==> config.mk <==
export PLATFORM = sky130hd
export DESIGN_NAME = apb_master_arbiter
export DESIGN_NICKNAME = d
export VERILOG_FILES = /design/src/rtl/apb_master_arbiter.sv
export SDC_FILE = /design/constraint.sdc
export NUM_CORES = 1
export LEC_CHECK = 0
export CORE_MARGIN = 2
export CORE_UTILIZATION = 36
export CTS_CLUSTER_DIAMETER = 60
export DETAILED_ROUTE_END_ITERATION = 16
export GPL_TIMING_DRIVEN = 0
export PLACE_DENSITY = 0.87
export SLEW_MARGIN = 20
export SYNTH_ARGS = -nofsm -noshare
export SYNTH_HDL_FRONTEND = slang
export SYNTH_SLANG_ARGS = --single-unit
==> constraint.sdc <==
create_clock -name i_clk -period 3.1 [get_ports i_clk]
set_input_delay 0.31 -clock i_clk [delete_from_list [all_inputs] [get_ports i_clk]]
set_output_delay 0.31 -clock i_clk [all_outputs]
set_load 0.05 [all_outputs]
==> src/rtl/apb_master_arbiter.sv <==
`default_nettype none
// ============================================================================
// Module   : apb_master_arbiter
// Purpose  : Two-port APB4 master. Port 0 is the core LSU and port 1 is a
//            secondary master. The block arbitrates between them, runs the
//            SETUP/ACCESS phases including PREADY wait states, and returns a
//            one-cycle response to the winning port.
// Options  : define APB_TIMEOUT_EN to limit ACCESS-phase wait states to
//            TIMEOUT_CYCLES. On expiry the transfer ends with err=1, rdata=0.
// Revision : 1.0 - initial release
// ============================================================================
module apb_master_arbiter #(
  parameter int ADDR_W         = 32,
  parameter int DATA_W         = 32,
  parameter int PRIO_MODE      = 0,
  parameter int TIMEOUT_CYCLES = 255
) (
  input  logic                i_clk,
  input  logic                i_reset,
  input  logic                i_req0_valid,
  input  logic                i_req0_write,
  input  logic [ADDR_W-1:0]   i_req0_addr,
  input  logic [DATA_W-1:0]   i_req0_wdata,
  input  logic [DATA_W/8-1:0] i_req0_strb,
  output logic                o_rsp0_valid,
  output logic [DATA_W-1:0]   o_rsp0_rdata,
  output logic                o_rsp0_err,
  output logic                o_stall0,
  input  logic                i_req1_valid,
  input  logic                i_req1_write,
  input  logic [ADDR_W-1:0]   i_req1_addr,
  input  logic [DATA_W-1:0]   i_req1_wdata,
  input  logic [DATA_W/8-1:0] i_req1_strb,
  output logic                o_rsp1_valid,
  output logic [DATA_W-1:0]   o_rsp1_rdata,
  output logic                o_rsp1_err,
  output logic                o_stall1,
  output logic                o_psel,
  output logic                o_penable,
  output logic                o_pwrite,
  output logic [ADDR_W-1:0]   o_paddr,
  output logic [DATA_W-1:0]   o_pwdata,
  output logic [DATA_W/8-1:0] o_pstrb,
  input  logic [DATA_W-1:0]   i_prdata,
  input  logic                i_pready,
  input  logic                i_pslverr,
  output logic                o_busy,
  output logic                o_owner
);

  localparam int STRB_W = DATA_W / 8;

  typedef enum logic [1:0] {
    IDLE   = 2'd0,
    SETUP  = 2'd1,
    ACCESS = 2'd2,
    DONE   = 2'd3
  } state_t;

  state_t              state;
  state_t              state_next;
  logic                grant;
  logic                start;
  logic                capture;
  logic                expire;
  logic                owner_q;
  logic                last_grant;
  logic                lat_write;
  logic [ADDR_W-1:0]   lat_addr;
  logic [DATA_W-1:0]   lat_wdata;
  logic [STRB_W-1:0]   lat_strb;
  logic [DATA_W-1:0]   rdata_q;
  logic                err_q;

`ifdef APB_TIMEOUT_EN
  localparam int CNT_W = (TIMEOUT_CYCLES > 1) ? $clog2(TIMEOUT_CYCLES + 1) : 1;
  logic [CNT_W-1:0] wait_cnt;

  // Count ACCESS wait states of the current transfer; cleared when SETUP is entered.
  always_ff @(posedge i_clk or posedge i_reset) begin
    if (i_reset) begin
      wait_cnt <= '0;
    end else if (start) begin
      wait_cnt <= '0;
    end else if (state == ACCESS && !i_pready) begin
      wait_cnt <= wait_cnt + 1'b1;
    end
  end

  // The last permitted wait cycle ends the transfer instead of waiting further.
  assign expire = (state == ACCESS) && !i_pready &&
                  (wait_cnt == CNT_W'(TIMEOUT_CYCLES - 1));
`else
  // The wait limit has no effect in this build; fold it into a tie-off.
  logic unused_timeout_cfg;
  assign unused_timeout_cfg = |TIMEOUT_CYCLES;
  assign expire             = 1'b0;
`endif

  // Transfer sequencer state register; reset aborts any transfer in flight.
  always_ff @(posedge i_clk or posedge i_reset) begin
    if (i_reset) begin
      state <= IDLE;
    end else begin
      state <= state_next;
    end
  end

  // Next-state logic. Arbitration happens in IDLE only, so a grant is never preempted.
  always_comb begin
    state_next = state;
    start      = 1'b0;
    capture    = 1'b0;
    grant      = 1'b0;
    case (state)
      IDLE: begin
        if (i_req0_valid || i_req1_valid) begin
          start      = 1'b1;
          state_next = SETUP;
          if (i_req0_valid && i_req1_valid) begin
            grant = (PRIO_MODE == 1) ? 1'b0 : ~last_grant;
          end else begin
            grant = i_req1_valid;
          end
        end
      end
      SETUP:  state_next = ACCESS;
      ACCESS: begin
        if (i_pready) begin
          capture    = 1'b1;
          state_next = DONE;
        end else if (expire) begin
          state_next = DONE;
        end
      end
      DONE:    state_next = IDLE;
      default: state_next = IDLE;
    endcase
  end

  // Latch the granted request and capture the completion status.
  always_ff @(posedge i_clk or posedge i_reset) begin
    if (i_reset) begin
      owner_q    <= 1'b0;
      last_grant <= 1'b1;
      lat_write  <= 1'b0;
      lat_addr   <= '0;
      lat_wdata  <= '0;
      lat_strb   <= '0;
      rdata_q    <= '0;
      err_q      <= 1'b0;
    end else begin
      if (start) begin
        owner_q    <= grant;
        last_grant <= grant;
        lat_write  <= grant ? i_req1_write : i_req0_write;
        lat_addr   <= grant ? i_req1_addr  : i_req0_addr;
        lat_wdata  <= grant ? i_req1_wdata : i_req0_wdata;
        // Reads never drive byte strobes onto the bus.
        if (grant) begin
          lat_strb <= i_req1_write ? i_req1_strb : '0;
        end else begin
          lat_strb <= i_req0_write ? i_req0_strb : '0;
        end
      end
      if (capture) begin
        rdata_q <= lat_write ? '0 : i_prdata;
        err_q   <= i_pslverr;
      end else if (expire) begin
        rdata_q <= '0;
        err_q   <= 1'b1;
      end
    end
  end

  assign o_psel    = (state == SETUP) || (state == ACCESS);
  assign o_penable = (state == ACCESS);
  assign o_pwrite  = lat_write;
  assign o_paddr   = lat_addr;
  assign o_pwdata  = lat_wdata;
  assign o_pstrb   = lat_strb;
  assign o_busy    = (state != IDLE);
  assign o_owner   = owner_q;

  // Response data and error are presented to a port only during its completion pulse.
  assign o_rsp0_valid = (state == DONE) && !owner_q;
  assign o_rsp1_valid = (state == DONE) &&  owner_q;
  assign o_rsp0_rdata = o_rsp0_valid ? rdata_q : '0;
  assign o_rsp1_rdata = o_rsp1_valid ? rdata_q : '0;
  assign o_rsp0_err   = o_rsp0_valid & err_q;
  assign o_rsp1_err   = o_rsp1_valid & err_q;
  assign o_stall0     = i_req0_valid & ~o_rsp0_valid;
  assign o_stall1     = i_req1_valid & ~o_rsp1_valid;

endmodule
`default_nettype wire

==> run_results.csv, run 1 <==
group,metric,value,unit
cells_and_area,area_growth_syn_to_layout,65.1,%
global_routing,grt_pass1_vias,6206,
synthesis,ys_ff_latch,106,
critical_path,cp_cell_sequence,"ha_1 > and2b_1 > clkbuf_1 > and2_1 > clkdlybuf4s50_1",
critical_path,required,2.79,ns
route,via_count,6435,
die,start_util,0.366,
critical_path,startpoint_type,"flip-flop",
critical_path,ff2ff_path_depth,7,
critical_path,cpMaxStageDelayCell,"clkdlybuf4s50_1",
worst_hold_path,hold_path.class,"primary input to async pin",
place,dp_cells,1177,
route,vias_per_cell,5.39,
critical_path,crit_path_max_fanout,10,
cells_and_area,multiInputGateArea,2680,sq um
cells_and_area,drive_gt1_frac,0.0716,
status,outcome,"finished clean",
cells_and_area,seq_area,2650,sq um
place,io_buffers,317,
cells_and_area,final_nets,1151,
cells_and_area,nFillCells,1386,
global_routing,use_met2,0.450,
sta,final.period_utilization,0.979,
synthesis,ys_seq_area_frac,0.458,
die,die_x,131,um
critical_path,endpoint,"o_rsp0_rdata[19]",
global_routing,antenna_found_initial,0,
critical_path,r2r-end,"o_pwrite",
clock_network,cts.clk_slew.worst_paths,0.07,ns
clock_network,clkSinkCount,106,
die,core-area,15800,sq um
synthesis,synth_top_family_by_area,"compound AO/OA/AOI/OAI gates",
cells_and_area,stdcell_count,1193,
synthesis,syn_area_per_cell,9.00,sq um
critical_path,worst_ep_arrival_time,2.72,ns
clock_network,cts_buffers,9,
clock_network,htreeDepth,3,
global_routing,grt_usage,0.258,
cells_and_area,post-route-util,0.604,
critical_path,endpoint_kind,"output pin",
die,rows,46,
clock_network,max-clock-path-buffers,2,
sta,hold_viol,0,
sta,layout_min_cycle_time,3.03,ns
sta,fin_skew,0.00660,ns
power,p_per_area,1020,nW/um^2
critical_path,crit_path_start,"state[1]",
sta,tightest_slew,0.583,ns
die,dieArea,17100,sq um
place,hpwl,17.6,mm
critical_path,crit_type,"flip-flop to output pin",
synthesis,synth_compound_area_frac,0.268,
clock_network,cts-root-buf,"clkbuf_16",
synthesis,yosysWarnings,0,
critical_path,r2r_start,"state[0]",
sta,setup_slack,0.0662,ns
synthesis,synth_nets,822,
synthesis,synth.distinct_cells,33,
synthesis,synth.cell_area,5790,sq um
synthesis,synth-xor-area-share,0,
global_routing,grtUsageMet3,0.0708,
route,ant_nets,0,
synthesis,synth-adder-area-share,0.00648,
critical_path,r2r_slack,1.15,ns
die,io_pins,319,
global_routing,grt.overflow.total,0,
synthesis,muxShareOfSynthArea,0.00389,
global_routing,grt_max_degree,66,
global_routing,grt_pass1_wl,33.7,mm
cells_and_area,antennaDiodeCount,0,
global_routing,busiest_layer,"met2",
power,vdd_ir_drop_max,595,uV
route,wl_per_cell,19.1,um
die,die_height,131,um
critical_path,cpPeakStageDelay,0.79,ns
clock_network,clk-insertion-delay-late,0.36,ns
power,power.leakage,4.00,nW
synthesis,syn_inst,643,
route,drcViolationCount,0,
sta,finalSetupViolCount,0,
global_routing,use_met1,0.305,
flow_run,cap_violations,0,
sta,max_slew_margin,0.610,
place,dpl_worst_slack,0.295,ns
sta,fmax,330,MHz
clock_network,cts_tree,"yes",
sta,finalMaxSlewViolations,0,
route,first_pass_iters,5,
route,routed_wl,22.8,mm
synthesis,yosys.area_share.simple,0.184,
place,gp_congestion,0.857,
route,drt_iter0_drc,330,
[where the power goes]
part           internal, W  switching (W)  total, W  leakage (nW)
clock network     0.000593       0.000550   0.00114         0.138
logic              0.00205        0.00407   0.00612          2.61
registers          0.00206       0.000437   0.00250          1.25
[area by class of cell]
class / count / area share
clock buffer: 11 / 0.0264
buffer: 79 / 0.0455
multi-input combinational: 451 / 0.280
inverter: 7 / 0.00327
tap: 216 / 0.0283
timing repair buffer: 318 / 0.335
clock inverter: 5 / 0.00393
sequential: 106 / 0.278
[cell families after synthesis]
kind of cell             count (synthesis)
adder cells (fa/ha/maj)                  3
AND/OR/NAND/NOR                        208
flip-flops                             106
multiplexers                             2
buffers and inverters                   86
AO/OA/AOI/OAI                          238
[through the flow]
step	hold slack (ns)	total power, W	instance area, sq um	setup TNS (ns)
2_1_floorplan	0.450	0.00642	5790	0
3_3_place_gp	0.471	0.00853	9230	-180.54
3_5_place_dp	0.479	0.00865	9270	0
4_1_cts	0.345	0.00979	9540	0
5_1_grt	0.365	0.0103	9560	-0.0431
6_report	0.338	0.00976	9560	0
[per-layer routing]
metal / vias to the layer above / routed length, um / share of wire
li1: 3032 / - / -
met1: 3051 / 8770 / 0.38
met2: 313 / 11400 / 0.50
met3: 39 / 2110 / 0.092
met4: 0 / 588 / 0.026
met5: - / 0 / 0
[critical path, delay by kind of cell, from the launching register on]
| kind | cells | cell delay (ns) |
|---|---|---|
| fa+ha+maj | 1 | 0.38 |
| buf+inv | 2 | 1.11 |
| flops | 1 | 0.39 |
| simple gates | 2 | 0.48 |
[synthesized netlist by cell type]
library cell	instances	area share
inv_1	5	0.0032
ha_1	3	0.0065
buf_2	24	0.021
buf_6	10	0.019
and2b_1	1	0.0013
and2_1	35	0.038
nand2_2	1	0.0011
nand3_1	1	0.00086
clkbuf_1	31	0.020
o22ai_1	1	0.0011
o22a_1	1	0.0015
o2111ai_1	65	0.098
dfrtp_1	105	0.45
a221o_1	4	0.0069
a21oi_1	1	0.00086
and3_1	33	0.036
o21a_1	1	0.0013
dfstp_2	1	0.0045
o21ai_0	94	0.081
buf_4	7	0.0091
mux2_1	1	0.0019
nor2b_1	1	0.0011
inv_2	2	0.0013
nand2b_1	32	0.035
nand2_1	34	0.022
mux2_2	1	0.0019
clkbuf_2	5	0.0043
buf_1	2	0.0013
a31oi_1	65	0.070
nor4bb_1	4	0.0069
nor2_1	66	0.043
o32a_1	1	0.0017
o21ai_1	5	0.0043
[layout by cell type (no fill, tap or decap), drive strengths merged]
master / instances
inv: 8
nand3: 1
clkdlybuf4s50: 292
o21a: 1
o22a: 1
buf: 44
dlymetal6s2s: 9
dfrtp: 105
clkinvlp: 2
o2111ai: 65
o32a: 1
nand2b: 32
nor4bb: 4
a21oi: 1
nor2b: 1
o21ai: 99
mux2: 2
dlygate4sd2: 16
nor2: 66
a221o: 4
dfstp: 1
and3: 33
and2: 35
o22ai: 1
a31oi: 65
nand2: 35
clkbuf: 47
clkinv: 2
and2b: 1
ha: 3
[sequential cells by signal, summed over array words and instances, names as in the netlist]
name and cells:
o_owner 1, state 2, o_pwdata 32, o_pwrite 1, last_grant 1, rdata_q 32
o_paddr 32, err_q 1, o_pstrb 4
[what timing repair did]
item / in CTS / in global routing
resized for setup: 17 / 9
hold buffers: 0 / 0
setup endpoints to repair: 18 / 9
buffers inserted: 0 / 0
[how the worst min path moves through the flow]
stage	start	end	slack, ns	cells after the start
finish	i_reset	rdata_q[27]	0.34	2
global route	i_reset	rdata_q[27]	0.36	2
CTS	i_reset	rdata_q[27]	0.34	2
detailed placement	rdata_q[17]	rdata_q[17]	0.48	2
global placement	rdata_q[23]	rdata_q[23]	0.47	2
floorplan	i_prdata[10]	rdata_q[10]	0.45	2
Note: power is estimated with default switching activity, not from simulation.
==> run 2, diff against run 1 <==
--- a/config.mk
+++ b/config.mk
@@ -5,12 +5,12 @@
 export SDC_FILE = /design/constraint.sdc
 export NUM_CORES = 1
 export LEC_CHECK = 0
-export CORE_MARGIN = 2
 export CORE_UTILIZATION = 36
 export CTS_CLUSTER_DIAMETER = 60
 export DETAILED_ROUTE_END_ITERATION = 16
 export GPL_TIMING_DRIVEN = 0
 export PLACE_DENSITY = 0.87
+export REMOVE_ABC_BUFFERS = 1
 export SLEW_MARGIN = 20
 export SYNTH_ARGS = -nofsm -noshare
 export SYNTH_HDL_FRONTEND = slang
==> run 2 against run 1 <==
  * Setup slack better by 0.095 ns
  * Clock-buffer cell count is 1 lower
  * Utilization is 0.33 points lower
  * Sequential cell count stayed put
  * Combinational power is 5.1% lower
  * Final cell count is 6.6% lower
  * Non-clock buffer count is 74 lower
==> run_results.csv, run 2 (synthesis results as in run 1) <==
group,metric,value,unit
route,ant_nets,0,
critical_path,worst_ep_arrival_time,2.63,ns
power,seqPwrFrac,0.270,
route,via_count,6113,
cells_and_area,layout_commonest_cell,"clkdlybuf4s50_1",
power,vdd_ir_drop_max,545,uV
route,vias_per_cell,5.49,
critical_path,crit_type,"flip-flop to output pin",
power,p_comb_frac,0.611,
global_routing,grt_usage,0.251,
critical_path,cpMaxStageDelayCell,"clkdlybuf4s50_1",
die,dieArea,16600,sq um
cells_and_area,seq_area,2660,sq um
worst_hold_path,hold_path.class,"primary input to flip-flop",
die,rows,45,
sta,tightest_slew,0.854,ns
global_routing,grt_max_degree,72,
die,core-area,15400,sq um
critical_path,r2r_slack,0.81,ns
clock_network,clk-insertion-delay-late,0.35,ns
place,io_buffers,318,
sta,max_slew_margin,0.431,
critical_path,cp_cell_sequence,"ha_4 > and2b_4 > and2_1 > clkdlybuf4s50_1",
global_routing,grt_pass1_vias,6079,
place,gp_congestion,0.779,
global_routing,grt_pass1_wl,32.4,mm
clock_network,holdBufCountCts,0,
sta,fmax,340,MHz
critical_path,r2r_start,"state[0]",
route,first_pass_iters,4,
critical_path,endpoint_kind,"output pin",
sta,whs,0.401,ns
critical_path,crit_path_start,"state[1]",
place,place_area,8970,sq um
cells_and_area,final_nets,1077,
power,internal-power,0.00458,W
clock_network,cts_tree,"yes",
global_routing,busiest_layer,"met2",
power,power.leakage,3.55,nW
sta,rsz0062_at_grt,"no",
die,io_pins,319,
die,start_util,0.375,
power,power,0.00950,W
clock_network,htreeDepth,3,
power,p_sw,0.00492,W
sta,finalMaxSlewViolations,0,
power,p_per_area,1030,nW/um^2
critical_path,crit_buf_inv,1,
global_routing,use_met2,0.454,
critical_path,crit_family,"buffers and inverters",
global_routing,antenna_found_initial,0,
sta,layout_min_cycle_time,2.94,ns
cells_and_area,drive_gt1_frac,0.0399,
power,switching_share,0.518,
cells_and_area,post-route-util,0.601,
sta,fin_skew,0.00994,ns
cells_and_area,final_area,9270,sq um
sta,finalSetupViolCount,0,
die,die_x,129,um
cells_and_area,antennaDiodeCount,0,
route,wl_per_cell,18.6,um
critical_path,crit_path_max_fanout,35,
worst_hold_path,hold_start,"i_req1_valid",
route,drt_iter0_drc,355,
route,drcViolationCount,0,
global_routing,use_met1,0.288,
sta,final.period_utilization,0.948,
cells_and_area,layout_common_cells,"317 x clkdlybuf4s50_1, 104 x dfrtp_1, 94 x o21ai_0, 66 x nor2_1",
cells_and_area,area_growth_syn_to_layout,60.1,%
clock_network,cts_buffers,9,
power,clockPowerShare,0.118,
status,outcome,"finished clean",
cells_and_area,nFillCells,1344,
route,routed_wl,20.7,mm
place,hpwl,13.7,mm
global_routing,grtUsageMet3,0.0657,
flow_run,cap_violations,0,
critical_path,required,2.79,ns
cells_and_area,multiInputGateArea,2720,sq um
die,die_height,129,um
clock_network,cts.clk_slew.worst_paths,0.08,ns
clock_network,max-clock-path-buffers,2,
critical_path,cpPeakStageDelay,0.81,ns
sta,hold_viol,0,
global_routing,grt.overflow.total,0,
clock_network,clkSinkCount,106,
critical_path,startpoint_type,"flip-flop",
clock_network,cts-root-buf,"clkbuf_16",
==> run 2: area by class of cell <==
| type | count | area share |
|---|---|---|
| Multi-Input combinational cell | 451 | 0.294 |
| Clock buffer | 10 | 0.0258 |
| Tap cell | 211 | 0.0285 |
| Clock inverter | 6 | 0.00446 |
| Timing Repair Buffer | 323 | 0.357 |
| Inverter | 7 | 0.00392 |
| Sequential cell | 106 | 0.287 |
==> run 2: metrics by stage <==
step	cells	setup slack, ns	TNS, ns
detailed placement	1098	-0.428	-12.92
CTS	1114	0.149	0
floorplan	564	-1.29	-85.36
global placement	1093	-3.58	-441.35
global route	1114	0.0728	0
finish	1114	0.162	0
==> run 2: worst reg2reg max path, delay by kind of cell, from the launching register on <==
family          cells  cell delay [ns]
fa+ha+maj           1             0.24
flops               1             0.43
compound gates      2             0.62
buf+inv             2             0.41
simple gates        1             0.47
==> run 2: power by group through the flow <==
stage	Clock [W]	Combinational (W)	Sequential (W)
after floorplan	0	0.00211	0.00403
after global placement	0	0.00566	0.00255
after detailed placement	0	0.00581	0.00259
after CTS	0.00114	0.00584	0.00257
after global routing	0.00120	0.00616	0.00266
final	0.00112	0.00581	0.00257
==> run 2: final timing paths <==
check | cells past startpoint | endpoint
setup / recovery | 4 | o_rsp0_rdata[23]
hold / removal | 3 | o_paddr[23]
setup reg to reg | 6 | o_paddr[4]
hold reg to reg | 2 | rdata_q[29]
max in group asynchronous | 3 | o_paddr[6]
min in group asynchronous | 2 | rdata_q[21]
==> run 2: per-layer routing <==
layer | vias up | wire (um)
met3 | 27 | 1670
met2 | 253 | 10600
met4 | 0 | 400
li1 | 2863 | -
met1 | 2970 | 8040
met5 | - | 0
==> run 2: repair_timing <==
item / 4_1_cts / 5_1_grt
resized for setup: 5 / 0
setup buffers: 0 / 0
setup endpoints to repair: 36 / 0
==> run 3, diff against run 2 <==
--- a/config.mk
+++ b/config.mk
@@ -5,11 +5,12 @@
 export SDC_FILE = /design/constraint.sdc
 export NUM_CORES = 1
 export LEC_CHECK = 0
-export CORE_UTILIZATION = 36
+export ABC_AREA = 1
+export CORE_UTILIZATION = 35
 export CTS_CLUSTER_DIAMETER = 60
 export DETAILED_ROUTE_END_ITERATION = 16
 export GPL_TIMING_DRIVEN = 0
-export PLACE_DENSITY = 0.87
+export PLACE_DENSITY = 0.86
 export REMOVE_ABC_BUFFERS = 1
 export SLEW_MARGIN = 20
 export SYNTH_ARGS = -nofsm -noshare
==> run 3 against run 2 <==
  * Sequential cell count unchanged
  * Area after synthesis decreased by 1.5%
  * Critical path depth increased by 1
  * Final cell count increased by 16%
  * Fmax increased by 1.2%
  * Synthesized cell count increased by 23%
  * Setup slack improved by 0.035 ns
  * Clock power increased by 9.8%
  * Via count about the same
  * Critical path type unchanged
  * Largest cell class unchanged
  * Highest routed layer unchanged
==> run_results.csv, run 3 <==
group,metric,value,unit
clock_network,clk-insertion-delay-late,0.35,ns
sta,tightest_slew,1.03,ns
synthesis,ys_ff_latch,106,
critical_path,cpMaxStageDelayCell,"clkdlybuf4s50_1",
power,seqPwrFrac,0.251,
synthesis,yosysWarnings,0,
critical_path,cp_cell_sequence,"ha_1 > nand2_2 > inv_1 > nor2_1 > clkdlybuf4s50_1",
synthesis,yosys-top-cells-area,"dfrtp_1 46%, nand2_1 15%, nand3_1 8.9%, nand3b_1 8.4%, inv_1 7.6%",
worst_hold_path,hold_path.class,"primary input to async pin",
clock_network,cts_buffers,9,
critical_path,endpoint_kind,"output pin",
cells_and_area,final_nets,1251,
sta,finalSetupViolCount,0,
place,dp_cells,1277,
sta,layout_min_cycle_time,2.90,ns
die,die_height,130,um
sta,rsz0062_at_grt,"no",
power,p_per_area,1010,nW/um^2
critical_path,cpPeakStageDelay,0.82,ns
global_routing,grt_pass1_wl,29.3,mm
synthesis,synthTopCellsByCount,"235 x nand2_1, 116 x inv_1, 105 x dfrtp_1",
die,die_x,130,um
global_routing,grt_usage,0.225,
clock_network,htreeDepth,3,
clock_network,cts.clk_slew.worst_paths,0.07,ns
flow_run,cap_violations,0,
critical_path,r2r_slack,0.66,ns
power,vdd_ir_drop_max,588,uV
clock_network,holdBufCountCts,0,
die,io_pins,319,
place,hpwl,13.9,mm
synthesis,synth_top_area_cell,"dfrtp_1",
route,via_count,6119,
cells_and_area,antennaDiodeCount,0,
clock_network,clkSinkCount,106,
cells_and_area,stdcell_count,1293,
clock_network,cts_resized,0,
synthesis,syn_area_per_cell,7.24,sq um
critical_path,ff2ff_path_depth,9,
global_routing,grt_max_degree,71,
global_routing,grt_pass1_vias,5863,
cells_and_area,post-route-util,0.593,
die,rows,46,
synthesis,synth_top_flop_cell,"dfrtp_1",
critical_path,worst_ep_arrival_time,2.59,ns
cells_and_area,drive_gt1_frac,0.0288,
sta,hold_viol,0,
status,outcome,"finished clean",
synthesis,ys_seq_area_frac,0.465,
sta,fmax,344,MHz
cells_and_area,multiInputGateArea,2390,sq um
cells_and_area,area_growth_syn_to_layout,65.2,%
route,drt_iter0_drc,300,
place,io_buffers,318,
route,routed_wl,19.2,mm
power,internal-power,0.00464,W
power,p_comb_frac,0.620,
critical_path,crit_type,"flip-flop to output pin",
critical_path,crit_path_max_fanout,34,
synthesis,synthMostInstantiatedCell,"nand2_1",
die,start_util,0.359,
route,wl_per_cell,14.8,um
critical_path,required,2.79,ns
die,dieArea,16800,sq um
synthesis,synth.distinct_cells,16,
synthesis,synth_edf_count,0,
critical_path,r2r-end,"o_paddr[13]",
synthesis,syn_inst,788,
synthesis,synth_top_area_frac,0.461,
die,core-area,15900,sq um
route,ant_nets,0,
clock_network,max-clock-path-buffers,2,
cells_and_area,layout_commonest_cell,"clkdlybuf4s50_1",
global_routing,antenna_found_initial,0,
synthesis,synth.cell_area,5700,sq um
clock_network,cts-root-buf,"clkbuf_16",
sta,max_slew_margin,0.314,
sta,finalMaxSlewViolations,0,
critical_path,startpoint_type,"flip-flop",
cells_and_area,nFillCells,1434,
critical_path,r2r_start,"state[0]",
sta,final.period_utilization,0.937,
cells_and_area,seq_area,2650,sq um
global_routing,grt.overflow.total,0,
power,power.leakage,4.49,nW
power,switching_share,0.513,
route,first_pass_iters,5,
sta,fin_skew,0.0149,ns
power,p_sw,0.00489,W
cells_and_area,layout_common_cells,"318 x clkdlybuf4s50_1, 231 x nand2_1, 114 x inv_1, 105 x dfrtp_1, 102 x nand3_1",
place,gp_congestion,0.816,
clock_network,cts_tree,"yes",
route,vias_per_cell,4.73,
synthesis,async_reset_ff_frac,1.00,
power,clockPowerShare,0.129,
route,drcViolationCount,0,
## run 3: metrics by stage
| step | hold WS, ns | instance area, sq um | total power [W] | worst slack (ns) | TNS [ns] |
|---|---|---|---|---|---|
| global placement | 0.452 | 8920 | 0.00811 | -2.82 | -373.65 |
| floorplan | 0.431 | 5470 | 0.00608 | -0.379 | -26.70 |
| global route | 0.365 | 9420 | 0.0101 | 0.0372 | 0 |
| CTS | 0.327 | 9420 | 0.00959 | -0.163 | -0.571 |
| detailed placement | 0.464 | 9100 | 0.00833 | 0.226 | 0 |
| finish | 0.320 | 9420 | 0.00953 | 0.196 | 0 |
## run 3: how the worst max path moves through the flow
| stage | from | endpoint | slack (ns) | depth (start not counted) |
|---|---|---|---|---|
| after global placement | i_req0_valid | o_paddr[13] | -2.82 | 6 |
| after floorplan | state[0] | o_paddr[0] | -0.38 | 7 |
| after CTS | state[1] | o_stall0 | -0.16 | 5 |
| after global routing | state[1] | o_stall0 | 0.04 | 5 |
| final | state[1] | o_stall1 | 0.20 | 5 |
| after detailed placement | state[1] | o_stall0 | 0.23 | 5 |
## run 3: repair_timing
item,CTS,global route
setup buffers,0,0
setup endpoints to repair,8,0
endpoints found under the hold margin,0,0
## run 3: power groups by stage
stage | registers, W | logic (W) | clock network (W)
floorplan | 0.00393 | 0.00215 | 0
global placement | 0.00238 | 0.00573 | 0
detailed placement | 0.00241 | 0.00592 | 0
CTS | 0.00239 | 0.00593 | 0.00126
global route | 0.00247 | 0.00629 | 0.00131
finish | 0.00240 | 0.00591 | 0.00123
## run 3: cell families after synthesis
family	after synthesis	synth area share
adder cells (fa/ha/maj)	3	0.00658
AO/OA/AOI/OAI	38	0.0340
AND/OR/NAND/NOR	470	0.374
flip-flops	106	0.465
buffers and inverters	171	0.120
## run 3: critical path: cells and delay by family, from the launching register on
family        cells  cell delay, ns
simple gates      2            0.65
flops             1            0.41
fa+ha+maj         1            0.23
buf+inv           2            0.94
## run 3: metal layers
metal | wire length [um] | GRT usage | vias to the layer above
met3 | 1160 | 0.0528 | 41
met4 | 593 | 0.112 | 0
met2 | 9670 | 0.382 | 213
met1 | 7770 | 0.266 | 2879
met5 | 0 | 0 | -
li1 | - | - | 2986
## run 3: cell type report
class,count,share of cell area
Multi-Input combinational cell,511,0.254
Clock buffer,12,0.0251
Sequential cell,106,0.282
Tap cell,216,0.0287
Clock inverter,4,0.00810
Inverter,120,0.0489
Timing Repair Buffer,324,0.354
